[src/rtl/spi_frame_sequencer.sv]
// Frame sequencer feeding SPI_Master_With_Single_CS: latches one multi-channel
// sample per frame, emits it MSB-first as byte strobes, pads, then waits out a gap.
//
// state         | meaning
// --------------+-------------------------------------------------------------
// S_IDLE        | no burst active, waiting for start
// S_WAIT_SAMPLE | sample_ready high, waiting for sample_valid
// S_SEND        | waiting for master ready, then strobe next byte
// S_HOLD        | tx_dv visible; master's ready is stale, so it is ignored
// S_DRAIN       | last byte issued, waiting for master to finish (CS high)
// S_DELAY       | inter-frame gap, frame_count bumped on the final cycle
// S_DONE        | burst_done pulse, then back to idle
module spi_frame_sequencer #(
   parameter int          NUM_CH           = 3,
   parameter int          SAMPLE_BYTES     = 6,
   parameter int          FRAME_BYTES      = 24,
   parameter logic [7:0]  PAD_BYTE         = 8'hAB,
   parameter int          DELAY_CYCLES     = 2_000_000,
   parameter int          FRAMES_PER_BURST = 1024,
   parameter int          MAX_BYTES_PER_CS = 32,
   localparam int         SAMPLE_W         = NUM_CH * SAMPLE_BYTES * 8,
   localparam int         TC_W             = $clog2(MAX_BYTES_PER_CS + 1),
   localparam int         FC_W             = $clog2(FRAMES_PER_BURST + 1)
) (
   input  logic                CLK100MHZ,
   input  logic                RESET_N,
   input  logic                start,
   input  logic [SAMPLE_W-1:0] sample_data,
   input  logic                sample_valid,
   output logic                sample_ready,
   output logic [7:0]          tx_byte,
   output logic                tx_dv,
   input  logic                tx_ready,
   output logic [TC_W-1:0]     tx_count,
   output logic                busy,
   output logic [FC_W-1:0]     frame_count,
   output logic                burst_done
);

   localparam int PAYLOAD_BYTES = NUM_CH * SAMPLE_BYTES;
   localparam int IDX_W         = $clog2(FRAME_BYTES + 1);
   localparam int DLY_W         = $clog2(DELAY_CYCLES + 1);

   localparam logic [IDX_W-1:0] IDX_LAST = IDX_W'(FRAME_BYTES - 1);
   localparam logic [IDX_W-1:0] IDX_PAY  = IDX_W'(PAYLOAD_BYTES);
   localparam logic [DLY_W-1:0] DLY_LAST = DLY_W'(DELAY_CYCLES - 1);
   localparam logic [FC_W-1:0]  FC_LAST  = FC_W'(FRAMES_PER_BURST);

   typedef enum logic [2:0] {
      S_IDLE,
      S_WAIT_SAMPLE,
      S_SEND,
      S_HOLD,
      S_DRAIN,
      S_DELAY,
      S_DONE
   } state_t;

   state_t              state_q;
   logic [SAMPLE_W-1:0] sample_buf_q;
   logic [IDX_W-1:0]    idx_q;
   logic [DLY_W-1:0]    dly_q;
   logic                tx_dv_q;
   logic [7:0]          tx_byte_q;
   logic                sample_ready_q;
   logic                busy_q;
   logic [FC_W-1:0]     frame_count_q;
   logic                burst_done_q;

   logic [SAMPLE_W-1:0] shifted;
   logic [7:0]          tx_byte_d;
   logic [FC_W-1:0]     frame_count_d;

   // Shifting the buffer left keeps byte k at the top, so channel 0 MSB goes first.
   always_comb begin
      shifted       = sample_buf_q << {idx_q, 3'b000};
      tx_byte_d     = (idx_q < IDX_PAY) ? shifted[SAMPLE_W-1 -: 8] : PAD_BYTE;
      frame_count_d = frame_count_q + FC_W'(1);
   end

   always_ff @(posedge CLK100MHZ or negedge RESET_N) begin
      if (!RESET_N) begin
         state_q        <= S_IDLE;
         sample_buf_q   <= '0;
         idx_q          <= '0;
         dly_q          <= '0;
         tx_dv_q        <= 1'b0;
         tx_byte_q      <= 8'h00;
         sample_ready_q <= 1'b0;
         busy_q         <= 1'b0;
         frame_count_q  <= '0;
         burst_done_q   <= 1'b0;
      end else begin
         tx_dv_q      <= 1'b0;
         burst_done_q <= 1'b0;
         case (state_q)
            S_IDLE: begin
               if (start) begin
                  frame_count_q  <= '0;
                  sample_ready_q <= 1'b1;
                  busy_q         <= 1'b1;
                  state_q        <= S_WAIT_SAMPLE;
               end
            end
            S_WAIT_SAMPLE: begin
               if (sample_valid) begin
                  sample_buf_q   <= sample_data;
                  idx_q          <= '0;
                  sample_ready_q <= 1'b0;
                  state_q        <= S_SEND;
               end
            end
            S_SEND: begin
               if (tx_ready) begin
                  tx_dv_q   <= 1'b1;
                  tx_byte_q <= tx_byte_d;
                  state_q   <= S_HOLD;
               end
            end
            S_HOLD: begin
               if (idx_q == IDX_LAST) begin
                  state_q <= S_DRAIN;
               end else begin
                  idx_q   <= idx_q + IDX_W'(1);
                  state_q <= S_SEND;
               end
            end
            S_DRAIN: begin
               if (tx_ready) begin
                  dly_q   <= '0;
                  state_q <= S_DELAY;
               end
            end
            S_DELAY: begin
               if (dly_q == DLY_LAST) begin
                  frame_count_q <= frame_count_d;
                  if (frame_count_d == FC_LAST) begin
                     burst_done_q <= 1'b1;
                     state_q      <= S_DONE;
                  end else begin
                     sample_ready_q <= 1'b1;
                     state_q        <= S_WAIT_SAMPLE;
                  end
               end else begin
                  dly_q <= dly_q + DLY_W'(1);
               end
            end
            S_DONE: begin
               busy_q  <= 1'b0;
               state_q <= S_IDLE;
            end
            default: begin
               state_q <= S_IDLE;
            end
         endcase
      end
   end

   assign tx_dv        = tx_dv_q;
   assign tx_byte      = tx_byte_q;
   assign sample_ready = sample_ready_q;
   assign busy         = busy_q;
   assign frame_count  = frame_count_q;
   assign burst_done   = burst_done_q;
   assign tx_count     = TC_W'(FRAME_BYTES);

endmodule

[config.mk]
export PLATFORM = sky130hd
export DESIGN_NAME = spi_frame_sequencer
export DESIGN_NICKNAME = d
export VERILOG_FILES = /design/src/rtl/spi_frame_sequencer.sv
export SDC_FILE = /design/constraint.sdc
export NUM_CORES = 1
export LEC_CHECK = 0
export CELL_PAD_IN_SITES_DETAIL_PLACEMENT = 0
export CELL_PAD_IN_SITES_GLOBAL_PLACEMENT = 1
export CORE_MARGIN = 1.5
export CORE_UTILIZATION = 38
export CTS_CLUSTER_SIZE = 28
export DETAILED_ROUTE_END_ITERATION = 6
export PLACE_DENSITY = 0.88
export SYNTH_ARGS = -nofsm -noshare
export SYNTH_HDL_FRONTEND = slang
export SYNTH_SLANG_ARGS = --single-unit
[constraint.sdc]
create_clock -name CLK100MHZ -period 2 [get_ports CLK100MHZ]
set_input_delay 0.3 -clock CLK100MHZ [delete_from_list [all_inputs] [get_ports CLK100MHZ]]
set_output_delay 0.3 -clock CLK100MHZ [all_outputs]
set_load 0.03 [all_outputs]
==> results_dict.tcl <==
set metrics [dict create \
    critical-path-max-stage-delay_ns 0.56 \
    holdWs_ns 0.329 \
    worstHoldPathType "input pin to async pin" \
    post_synth_edffs 0 \
    floorplan.die.height_um 160 \
    timing.final.crit_share_pct 105 \
    violations_in_the_final_reports "setup timing" \
    cts_inserted_buffers 17 \
    detailroute.via_count 7092 \
    multi_input_comb_area_um2 4620 \
    total_power_uw 17600 \
    maxClockFrequency_mhz 476 \
    netlist-cell-type-count 56 \
    critical_path.slowest_cell "sky130_fd_sc_hd__or4b_4" \
    synth_ff_type "sky130_fd_sc_hd__dfrtp_1" \
    drt_drc_violations_left 0 \
    port-buffer-count 171 \
    initial_utilization_pct 38.8 \
    groute.usage.overall_pct 20.5 \
    synth-seq-cells 196 \
    antenna_violations_before_repair 1 \
    placement.setup.worst_slack_ns -0.245 \
    viasPerCell 5.34 \
    status "finished with violations" \
    timing.rr.end "state_q[0]" \
    placed_cells 1283 \
    first_global_vias 7433 \
    power_frac_clock_pct 20.7 \
    worstPathBufferInverterCount 0 \
    critical_path.max_fanout 6 \
    mappedNetlistArea_um2 9430 \
    globalplace.congestion 0.870 \
    critical_path_class "register to register" \
    worst_pin_slew_ns 0.653 \
    ff2ff_setup_slack_ns -0.10 \
    drt_first_iter_violations 577 \
    clock_sinks 196 \
    cell_internal_pwr_uw 11600 \
    critical_path_cell_count 5 \
    rr_startpoint "frame_count[5]" \
    crit_family "simple AND/OR/NAND/NOR gates" \
    fin_area_um2 13400 \
    coreArea_um2 24300 \
    post-route-min-period_ns 2.10 \
    htreeDepth 4 \
    unrepaired_setup_endpoints_after_global_routing "true" \
    report.final.setup_viol 11 \
    synth_sequential_area_ratio_pct 52.0 \
    start_kind "register" \
    cts.reportedPaths.clkPinSlew_ns 0.08 \
    firstDrtPassIters 4 \
    power.density_cell_area_nw_per_um2 1310 \
    worst-endpoint-arrival_ns 2.44 \
    synth_async_sr_flop_share_pct 100 \
    leakage_uw 0.00562 \
    clock_insertion_delay_worst_skew_ns 0.45 \
    yosysWarningCount 0 \
    layout_setup_ws_ns -0.101 \
    design.die.area_um2 25800 \
    num_antenna_cells 0 \
    routed_wirelength_um 25600 \
    ir_worst_vdd_mv 0.613 \
    grt_remaining_overflow 0 \
    cp-end-kind "register" \
    timing.reg2reg.worst_path_depth 5 \
    io_pins 178 \
    cts.path.max_buffers 2 \
    fp-row-count 57 \
    grt_first_pass_wirelength_um 40800 \
    max_cap_violations 0 \
    detailed_place_hpwl_um 18600 \
    seqPwrFrac_pct 37.9 \
    final_max_tran_viols 0 \
    hold_viol_final 0 \
    worst_setup_path_endpoint "state_q[0]" \
    clock_tree_from_tritoncts "yes" \
    fp.dieW_um 160 \
    power.share.combinational_pct 41.4 \
    crit_path_cell_trace "and3_1 > a311oi_2 > o22ai_2 > or4b_4 > a221o_1" \
    area.sequential_um2 4920 \
    total_switching_power_uw 5980 \
    timing.slew.headroom_pct 56.4 \
    ctsRootBufferMaster "sky130_fd_sc_hd__clkbuf_16" \
    worst_ep_required_time_ns 2.34 \
    stdcell_count 1329 \
    final.fill_count 1989 \
    ant_nets 0 \
    drive_gt1_share_pct 40.5 \
    grt_start_max_net_pins 63 \
    placedInstanceArea_um2 12300 \
    finish.net_count 1145 \
    clock-skew-final_ns 0.0155 \
    post_synthesis_area_per_instance_um2 12.8 \
    wire_per_inst_um 19.2 \
    areaGrowthSynthToFinish_pct 42.6 \
    swShare_pct 34.0 \
    netlist_instances 737 \
    worstSetupStartpoint "frame_count[5]" \
]
## sequential cells by signal, summed over array words and instances, names as in the netlist
signal	count
state_q	3
tx_dv	1
sample_buf_q	144
busy	1
sample_ready	1
burst_done	1
tx_byte	8
frame_count	11
dly_q	21
idx_q	5
## cell usage in the layout (no fill, tap or decap), drive strengths merged, types with 20 or more instances in the layout
cell and count:
buf 114, mux4 22, nor2 27, dfrtp 196
clkdlybuf4s50 163, o21ai 27, mux2i 20, nand2 22
mux2 160
## how the worst min path moves through the flow
stage                 start                 to  slack (ns)  depth (start not counted)
global placement    RESET_N  sample_buf_q[112]        0.25                          1
global route        RESET_N  sample_buf_q[127]        0.37                          2
detailed placement  RESET_N  sample_buf_q[112]        0.25                          1
floorplan           RESET_N         burst_done       0.004                          0
CTS                 RESET_N  sample_buf_q[127]        0.34                          2
finish              RESET_N  sample_buf_q[127]        0.33                          2
## metal layers
layer | vias up | GRT usage (%) | share of wire [%]
met3 | 24 | 5.40 | 5.3
met4 | 0 | 4.93 | 1.3
met2 | 192 | 34.9 | 51
met1 | 3621 | 26.1 | 42
met5 | - | 0 | 0
li1 | 3255 | - | -
## final cells by class
cell class	instances	share of cell area, %
inverter	10	0.279
multi-input combinational	480	34.4
clock inverter	15	1.53
sequential	196	36.6
timing repair buffer	287	21.0
tap	324	3.02
clock buffer	17	3.17
## metrics by stage
stage / util [%] / TNS (ns)
finish: 55.3 / -0.518
global route: 55.3 / -1.56
CTS: 54.2 / -0.207
detailed placement: 50.6 / -5.28
global placement: 50.6 / -3.73
floorplan: - / -0.891
## synth_stat cells (4+ instances only)
cell type	n	area share, %
sky130_fd_sc_hd__xnor2_1	8	0.74
sky130_fd_sc_hd__buf_2	19	1.0
sky130_fd_sc_hd__dfrtp_1	196	52
sky130_fd_sc_hd__a22o_1	5	0.46
sky130_fd_sc_hd__nand2b_1	4	0.27
sky130_fd_sc_hd__a22oi_1	9	0.72
sky130_fd_sc_hd__nor4_1	5	0.33
sky130_fd_sc_hd__o21ai_0	27	1.4
sky130_fd_sc_hd__xor2_1	9	0.84
sky130_fd_sc_hd__mux2_2	160	19
sky130_fd_sc_hd__clkbuf_1	27	1.1
sky130_fd_sc_hd__inv_1	9	0.36
sky130_fd_sc_hd__nor3_1	13	0.69
sky130_fd_sc_hd__nand4_1	5	0.33
sky130_fd_sc_hd__ha_1	4	0.53
sky130_fd_sc_hd__mux2i_1	20	2.1
sky130_fd_sc_hd__mux4_2	22	5.3
sky130_fd_sc_hd__o22ai_1	4	0.27
sky130_fd_sc_hd__buf_4	7	0.56
sky130_fd_sc_hd__nor2b_1	4	0.27
sky130_fd_sc_hd__or3_1	10	0.66
sky130_fd_sc_hd__and3_1	11	0.73
sky130_fd_sc_hd__a31oi_1	5	0.33
sky130_fd_sc_hd__or2_2	4	0.27
sky130_fd_sc_hd__or4_1	4	0.32
sky130_fd_sc_hd__o211ai_1	6	0.48
sky130_fd_sc_hd__nand3_1	13	0.69
sky130_fd_sc_hd__a21oi_1	18	0.96
sky130_fd_sc_hd__nand2_1	22	0.88
sky130_fd_sc_hd__nor2_1	27	1.1
sky130_fd_sc_hd__o31ai_1	16	1.3
## cells by family (layout without fill, tap and decap cells)
group | count (synthesis) | in the layout | share of synthesized area [%]
compound gates | 114 | 114 | 8.26
buf+inv | 65 | 329 | 3.12
flops | 196 | 196 | 52.0
fa+ha+maj | 4 | 4 | 0.531
simple gates | 137 | 137 | 7.90
mux | 202 | 202 | 26.5
xor+xnor | 17 | 17 | 1.58
other cells | 2 | 6 | 0.0797
## power by group through the flow
| stage | Combinational [uW] | Sequential (uW) | Clock, uW |
|---|---|---|---|
| final | 7270 | 6660 | 3640 |
| after global routing | 7770 | 6880 | 3880 |
| after CTS | 6930 | 6650 | 3720 |
| after detailed placement | 6690 | 6720 | 0 |
| after global placement | 6550 | 6600 | 0 |
| after floorplan | 4110 | 6660 | 0 |
## repair_timing
action | in CTS | in global routing
buffers inserted | 9 | 3
endpoints found under the setup margin | 31 | 114
gates resized for setup | 33 | 62
hold endpoints to repair | 36 | 0
gates cloned | 2 | 0
pin swaps | 16 | 26
hold buffers | 1 | 0
Power figures use the tool's default switching activity.
==> variant (config.mk and constraints unchanged) <==
The parameter `DELAY_CYCLES` goes from 2_000_000 to 1_000_000.
--- a/src/rtl/spi_frame_sequencer.sv
+++ b/src/rtl/spi_frame_sequencer.sv
@@ -17,3 +17,3 @@
    parameter logic [7:0]  PAD_BYTE         = 8'hAB,
-   parameter int          DELAY_CYCLES     = 2_000_000,
+   parameter int          DELAY_CYCLES     = 1_000_000,
    parameter int          FRAMES_PER_BURST = 1024,
Formal check against the unedited RTL: same outputs for any inputs over 10 cycles, from zero or initial values and one cycle with RESET_N low; that may be too few to reach the edited logic, so the function may still have changed.
==> variant against the unedited design <==
- power is 6.5% lower
- sequential cell count fell by 1
- wire length is 4.2% lower
- final area down 1.3%
- the flow still finishes with violations (setup timing)
- synthesized area increased by 0.94%
- clock skew fell by 0.0053 ns
- critical endpoint is now tx_byte[6]
- fmax shrank 0.82%
- core utilization fell by 1.1 points
- sequential power is 3% lower
- sequential share of layout area is 0.29 points higher
- highest routed layer unchanged
- count of clock-buffer cells in the layout did not move
- worst setup slack got worse by 0.017 ns
==> variant: results (changes against the unedited design) <==
The area of placed instances was 12400 um2 (+0.60%). Minimum hold slack: 0.393 ns (+0.0642 ns). The flow ran to the end, but the final reports show violations. For the post-placement cell count, the log shows 1279 (-0.31%). The logs give 6470 uW (-3%) for the power in sequential cells and 0.0103 ns (-0.00527 ns) for the setup skew after layout. The aggregate global-route resource usage was 0.192 (-0.0135); the largest voltage drop on the vdd net was 0.626 mV (+2.1%). The tools report the number of global-route vias before repair as 7106 (-4.4%). The tools report the HPWL after detailed placement as 18000 um (-2.9%). The worst-case setup margin in the final layout was -0.119 ns (-0.0174 ns); the cell count after synthesis was 733 (-0.54%). The logs give -0.281 ns (+0.237 ns) for the total negative slack for setup checks and 0.00549 uW (-2.3%) for the leakage power summed over all cells.

By area the synthesized netlist is led by sky130_fd_sc_hd__dfrtp_1 51%, sky130_fd_sc_hd__mux2_2 18%, sky130_fd_sc_hd__mux4_2 5.0%, sky130_fd_sc_hd__mux4_1 2.8%, sky130_fd_sc_hd__mux2i_1 2.2%. For the global-route wire length before repair, the log shows 38700 um (-5.3%). The run gives 0 (unchanged) as the number of warnings reported in the yosys synthesis log.

The worst register-to-register path ends at tx_byte[6]. The initial antenna violation count is 1 (unchanged). Number of design-rule violations left by the first detailed-router iteration: 405 (-30%). The peak fanout along the critical path works out to 14 (+8).

The register name with the most flops was sample_buf_q. The logs give 3 (-8) for the final setup violation count and 11100 uW (-3.8%) for the total internal power. The total combinational power was 6510 uW (-10%).

The startpoint of the worst-slack reg-to-reg timing path is idx_q[0]. The H-tree depth reported by CTS is 4 (unchanged). The portion of the post-synthesis area used by sequential elements was 0.513 (-0.00749). The final reports fail on setup timing. Total number of vias: 7028 (-0.90%). The via-per-instance ratio came out at 5.28 (-0.98%).

The power density normalized to cell area works out to 1240 nW/um2 (-5.2%). The run gives 2058 (+3.5%) as the layout filler cell count. The fraction of layout instances using a drive strength above 1 was 0.365 (-0.0398); the relative slew slack was 0.605 (+0.0414). The worst slack after detailed placement came out at -0.153 ns (+0.0920 ns).
-- variant: cell count changes after synthesis, moves of 6 or more --
cell / delta
sky130_fd_sc_hd__nand4_1: +7
sky130_fd_sc_hd__mux2_2: -11
sky130_fd_sc_hd__o21ai_0: -6
sky130_fd_sc_hd__xnor2_1: -7
sky130_fd_sc_hd__nand2b_1: +6
sky130_fd_sc_hd__nand3_1: +8
sky130_fd_sc_hd__or3_1: -8
sky130_fd_sc_hd__mux4_1: +10
sky130_fd_sc_hd__nand2_1: +9
-- variant: metal layers --
| layer | up-vias | share of wire | GRT usage |
|---|---|---|---|
| met1 | 3548 | 0.44 | 0.257 |
| met4 | 0 | 0.015 | 0.0429 |
| met2 | 200 | 0.49 | 0.316 |
| met5 | - | 0 | 0 |
| li1 | 3253 | - | - |
| met3 | 27 | 0.055 | 0.0452 |
-- variant: worst max-delay path: stages (launching register included) --
cell	delay (ns)
sky130_fd_sc_hd__dfrtp_2	0.41
sky130_fd_sc_hd__buf_12	0.17
sky130_fd_sc_hd__mux4_1	0.61
sky130_fd_sc_hd__mux4_2	0.50
sky130_fd_sc_hd__a221oi_2	0.25
sky130_fd_sc_hd__nor2_1	0.06
-- variant: logic make-up (layout without fill, tap and decap cells) --
logic type / count (synthesis) / in the layout / share of synthesized area
muxes: 201 / 201 / 0.276
DFF: 195 / 195 / 0.513
and+or+nand+nor: 157 / 157 / 0.0906
AOI/OAI and AO/OA: 105 / 105 / 0.0765
buffers and inverters: 63 / 331 / 0.0326
xor gates and xnor gates: 6 / 6 / 0.00552
adders and majority gates: 4 / 4 / 0.00526
other: 2 / 7 / 0.000789
-- variant: repair_timing --
action	4_1_cts	5_1_grt
pin swaps	3	14
hold endpoints to repair	44	0
hold buffers	1	0
gates resized for setup	11	36
setup buffers	1	15
setup endpoints to repair	19	36
cloned	0	1
-- variant: cell type report --
cell class	count	area, um2	share of cell area
diodes	1	2.50	0.000189
clock buffers	17	425	0.0321
clock inverters	15	186	0.0141
inverters	10	37.5	0.00283
multi-input cells	479	4460	0.336
flip-flops and latches	195	4890	0.369
well taps	324	405	0.0306
repair buffers	289	2850	0.215
-- variant: worst max-delay path by stage --
| stage | startpoint | slack [ns] | end | depth (start not counted) |
|---|---|---|---|---|
| floorplan | frame_count[0] | -0.04 | state_q[0] | 5 |
| global placement | idx_q[0] | -0.16 | tx_byte[4] | 5 |
| finish | idx_q[0] | -0.12 | tx_byte[6] | 5 |
| detailed placement | tx_ready | -0.15 | dly_q[15] | 6 |
| CTS | idx_q[0] | -0.12 | tx_byte[4] | 5 |
| global route | idx_q[0] | -0.18 | tx_byte[6] | 5 |
